$ cat config.mk
export PLATFORM = sky130hd
export DESIGN_NAME = m_cycle_sequencer
export DESIGN_NICKNAME = d
export VERILOG_FILES = /design/src/rtl/m_cycle_sequencer.sv
export SDC_FILE = /design/constraint.sdc
export NUM_CORES = 1
export LEC_CHECK = 0
export CORE_MARGIN = 2
export CORE_UTILIZATION = 43
export CTS_CLUSTER_DIAMETER = 100
export DETAILED_ROUTE_END_ITERATION = 12
export MAX_ROUTING_LAYER = met4
export PLACE_DENSITY = 0.72
export SLEW_MARGIN = 20
export SYNTH_ARGS = -nofsm -noshare
export SYNTH_HDL_FRONTEND = slang
export SYNTH_SLANG_ARGS = --single-unit
$ cat constraint.sdc
create_clock -name i_Clk -period 1.6 [get_ports i_Clk]
set_input_delay 0.32 -clock i_Clk [delete_from_list [all_inputs] [get_ports i_Clk]]
set_output_delay 0.32 -clock i_Clk [all_outputs]
set_load 0.01 [all_outputs]
$ cat src/rtl/m_cycle_sequencer.sv
// T-step / M-cycle timing sequencer for the CPU control unit, with stall and HALT handling.
// Optional per-instruction M-cycle counter output is built when M_CYCLE_SEQ_PERF_EN is defined.
module m_cycle_sequencer #(
    parameter int STEP_WIDTH  = 4,
    parameter int COUNT_WIDTH = 8
) (
    input  logic                   i_Clk,
    input  logic                   i_Reset,
    input  logic                   i_Enable,
    input  logic                   i_IR_Fetch,
    input  logic                   i_Stall,
    input  logic                   i_Halt_Req,
    input  logic                   i_Wake,
    output logic [STEP_WIDTH-1:0]  o_Cycle_Step,
    output logic [COUNT_WIDTH-1:0] o_Cycle_Count,
    output logic                   o_M_Cycle_End,
    output logic                   o_Halted,
    output logic                   o_Overrun
`ifdef M_CYCLE_SEQ_PERF_EN
    ,
    output logic [3:0]             o_Instr_M_Cycles
`endif
);

    typedef enum logic [1:0] {
        ST_RUN,
        ST_STALL,
        ST_HALT
    } state_t;

    localparam logic [STEP_WIDTH-1:0]  STEP_ONE  = STEP_WIDTH'(1);
    localparam logic [COUNT_WIDTH-1:0] COUNT_ONE = COUNT_WIDTH'(1);

    state_t state;
    logic   last_step;
    logic   cycle_end;

    assign last_step = o_Cycle_Step[STEP_WIDTH-1];

    // STALL is only ever occupied on the last step; the release clock completes the M-cycle.
    assign cycle_end     = i_Enable & (state != ST_HALT) & last_step & ~i_Stall;
    assign o_M_Cycle_End = cycle_end;

    always_ff @(posedge i_Clk) begin
        if (i_Reset) begin
            state         <= ST_RUN;
            o_Cycle_Step  <= STEP_ONE;
            o_Cycle_Count <= COUNT_ONE;
            o_Halted      <= 1'b0;
            o_Overrun     <= 1'b0;
        end else if (i_Enable) begin
            case (state)
                ST_HALT: begin
                    if (i_Wake) begin
                        state    <= ST_RUN;
                        o_Halted <= 1'b0;
                    end
                end
                default: begin
                    if (!last_step) begin
                        o_Cycle_Step <= o_Cycle_Step << 1;
                    end else if (i_Stall) begin
                        state <= ST_STALL;
                    end else begin
                        state        <= ST_RUN;
                        o_Cycle_Step <= STEP_ONE;
                        if (i_IR_Fetch) begin
                            o_Cycle_Count <= COUNT_ONE;
                            // A wake arriving with the HALT fetch cancels the halt outright.
                            if (i_Halt_Req && !i_Wake) begin
                                state    <= ST_HALT;
                                o_Halted <= 1'b1;
                            end
                        end else if (o_Cycle_Count[COUNT_WIDTH-1]) begin
                            o_Cycle_Count <= COUNT_ONE;
                            o_Overrun     <= 1'b1;
                        end else begin
                            o_Cycle_Count <= o_Cycle_Count << 1;
                        end
                    end
                end
            endcase
        end
    end

`ifdef M_CYCLE_SEQ_PERF_EN
    logic [3:0] perf_cnt;

    function automatic logic [3:0] sat_inc(input logic [3:0] v);
        return (v == 4'hF) ? v : v + 4'd1;
    endfunction

    // Counts completed M-cycles; the fetch cycle itself is included in the latched total.
    always_ff @(posedge i_Clk) begin
        if (i_Reset) begin
            perf_cnt         <= 4'd0;
            o_Instr_M_Cycles <= 4'd0;
        end else if (cycle_end) begin
            if (i_IR_Fetch) begin
                o_Instr_M_Cycles <= sat_inc(perf_cnt);
                perf_cnt         <= 4'd0;
            end else begin
                perf_cnt <= sat_inc(perf_cnt);
            end
        end
    end
`endif

endmodule

==> results by group <==
Floorplan
  • IO Pins: 22
  • Row cnt: 14
  • Die Y: approximately 44 microns
  • Starting Density: about 45%
  • Die W: 43.90 microns
  • Core Area: around 1500 sq um
  • Die ar.: just under 2000 sq um

Power and ir drop
  • Tot Pwr: about 770 uW
  • VDD IR max: between 0.4 and 0.5 mV
  • PD cells: around 750 nW/um^2
  • P_leak: ~0.45 nW

Worst setup path
  • R2r startpoint: state[0]$_SDFFE_PP0P_
  • CP Capture Type: output pin
  • Crit Reg-Reg Endpoint: o_Overrun$_SDFFE_PP0P_
  • Reg2Reg Depth: 5
  • Cell Chain, Critical Path: clkdlybuf4s50_1
  • Critical Path Source Type: register
  • Worst Path Buf+Inv: 1
  • Critical path's top delay family: buffers and inverters
  • R2R Setup Slk: ~0.34 ns
  • Required @ worst endpoint: 1.28 ns
  • Slowest-stage cell, CP: clkdlybuf4s50_1
  • Setup CP Type: register to output pin
  • Largest stage delay on the critical path: between 0.5 and 0.6 ns
  • WP data arrival: approximately 1.2 ns
  • Worst-path fanout max: 3

Synthesis
  • Synth warn: 0
  • Unique masters post-synth: 29
  • Post-synth EDFFs: 0
  • Post-Syn Nets: 79
  • Leading area contributor after synthesis: dfxtp_1
  • Seq/Total Area, Yosys: a little under half
  • Mapped Area: 684.4 sq um
  • Async SR Flop Fraction: 0%
  • Synth area leaders: dfxtp_1 47%, o21ai_0 5.1%, nand4_1 4.6%
  • Ys flop type: dfxtp_1
  • Synth Register Bits: 16
  • Cell count after synthesis: 72
  • Post-synth top area share: a little under half
  • Syn_area_per_cell: 9.506 sq um

Finish
  • Ant. Diodes: 0
  • Share of cells above drive strength 1: between 20% and 30%
  • Area Overhead vs Synth: 50.64%
  • Final std cells w/o fill: 123
  • Final instance area: 1031 sq um
  • Nets: approximately 120
  • Final Util: between 60% and 70%

Timing
  • Setup TNS: 0 ns
  • Hold_ws: a little under 0.5 ns
  • Worst-margin pin slew: about 0.30 ns
  • Clock Skew: 0.001544 ns
  • Final WS setup: 0.05673 ns
  • Period utilization: about 96%
  • Slew margin rel.: between 80% and 90%
  • RSZ-0062 raised after global routing: false
  • Final Hold Vio Count: 0
  • Slew Viols, Final: 0
  • Achievable clock frequency: approximately 0.65 GHz
  • Final setup viols: 0
  • Fin crit period: 1.543 ns

Global route
  • Vias in the first global route: approximately 680
  • Aggregate global-route resource usage: around 22%
  • First-pass GRT wire length: around 3100 microns
  • Largest net degree at the start of global routing: 10
  • Total global routing overflow: 0
  • Initial antenna violation count: 0

Min path
  • Worst min path class: register to register
  • Worst hold stages: 2
  • Hold endpoint: o_Cycle_Count[2]$_SDFFE_PP0P_
  • Worst hold path startpoint: o_Cycle_Count[2]$_SDFFE_PP0P_

Place
  • DP Area: between 900 and 1000 sq um
  • Dpl ws: -0.3513 ns
  • Routability cong.: between 0.8 and 0.9
  • IO buf count: 21
  • Placed cell count: 119
  • Post-DP HPWL: 1312 microns

Route
  • DRT Pass-1 Iters: 4
  • Met2 routed WL: between 800 and 900 microns
  • Top sig layer: met4
  • Vias per cell: between 5 and 6
  • Via Count: 709
  • WL met3: around 94 microns
  • Routed wire length: 1814 microns
  • DRC: 0
  • M1 WL: 812 microns
  • Initial drt markers: 19
  • Post-DRT Antenna Nets: 0
  • Wire length per cell: roughly 15 microns

Clock network
  • Post-CTS setup buffers: 0
  • CTS clk-pin slew, worst paths: roughly 0.1 ns
  • Hold Buf Count CTS: 0
  • Clock sink count: 16
  • Worst skew pair latency: 0.29 ns
  • Inserted Clock Buffers: 3
  • H-tree levels: 1
  • Clock Root Buffer: clkbuf_4
  • Clock buffer depth: 2
  • TritonCTS clock tree: yes

Status
  • Status: finished, final reports clean

Flow run
  • MaxCap Viol Count: 0
==> logic make-up after synthesis <==
| logic type | share of synthesized area [%] |
|---|---|
| and+or+nand+nor | 22.67 |
| AOI/OAI and AO/OA | 21.76 |
| DFF | 46.80 |
| buffers and inverters | 5.117 |
| muxes | 3.656 |
==> how the worst max path moves through the flow <==
stage                                  startpoint                             to  slack (ns)  cells past startpoint
floorplan            o_Cycle_Step[3]$_SDFFE_PP0N_  o_Cycle_Count[1]$_SDFFE_PP0P_        0.35                      3
global placement                          i_Stall                  o_M_Cycle_End       -0.32                      4
detailed placement                        i_Stall                  o_M_Cycle_End       -0.35                      4
CTS                                       i_Stall                  o_M_Cycle_End        0.03                      4
global route         o_Cycle_Step[2]$_SDFFE_PP0P_                o_Cycle_Step[2]       0.001                      1
finish              o_Cycle_Count[6]$_SDFFE_PP0P_               o_Cycle_Count[6]        0.06                      1
==> state kept, by name (all words and copies together), names as in the netlist <==
signal and cells:
o_Halted 1, o_Overrun 1, o_Cycle_Step 4, state 2, o_Cycle_Count 8
==> layout by cell type (no fill, tap or decap) <==
cell / instances
a211oi_1: 1
a32o_1: 2
clkbuf_4: 3
mux2_4: 1
nand3_1: 1
buf_4: 13
dlygate4sd2_1: 2
inv_1: 4
nor2_1: 2
a41o_1: 1
dfxtp_1: 15
dfxtp_2: 1
a41oi_1: 1
nand4_2: 1
buf_2: 1
a211o_1: 1
a31oi_1: 3
nor3_1: 3
clkdlybuf4s50_1: 18
o211a_1: 1
nand2_1: 3
o21ai_0: 7
nor2_4: 1
nand4_1: 5
and2b_4: 1
and3b_1: 1
nand2b_1: 1
and3_1: 1
mux2i_1: 1
nand3b_4: 1
nor2b_1: 3
a21oi_1: 6
clkbuf_8: 1
==> final cells by class <==
cell class,instances,area (sq um)
Fill cell,131,475.5
Clock buffer,4,36.28
Timing Repair Buffer,34,300.3
Tap cell,16,20.02
Inverter,4,15.01
Sequential cell,16,321.6
Multi-Input combinational cell,49,337.8
==> synth_stat cells (all sizes together), types with 2 or more instances <==
library cell	count
buf	2
nand2	3
a31oi	3
dfxtp	16
nor2	3
nand4	6
o21ai	7
a21oi	6
nor2b	3
a32o	2
nor3	3
inv	4
==> power by group <==
group / internal (mW) / total (mW) / leakage, nW / switching, mW
registers: 0.405 / 0.410 / 0.130 / 0.00459
logic: 0.0461 / 0.0826 / 0.299 / 0.0365
clock network: 0.138 / 0.279 / 0.0210 / 0.141
==> metal layers <==
layer	vias to the layer above	GRT usage [%]
met5	-	-
li1	342	-
met4	0	7.879
met1	337	27.95
met3	4	4.167
met2	26	36.18
==> what timing repair did <==
action                                  4_1_cts  5_1_grt
endpoints found under the setup margin        2        2
resized for setup                             6        2
endpoints found under the hold margin         0        0
Note: power is estimated with default switching activity, not from simulation.
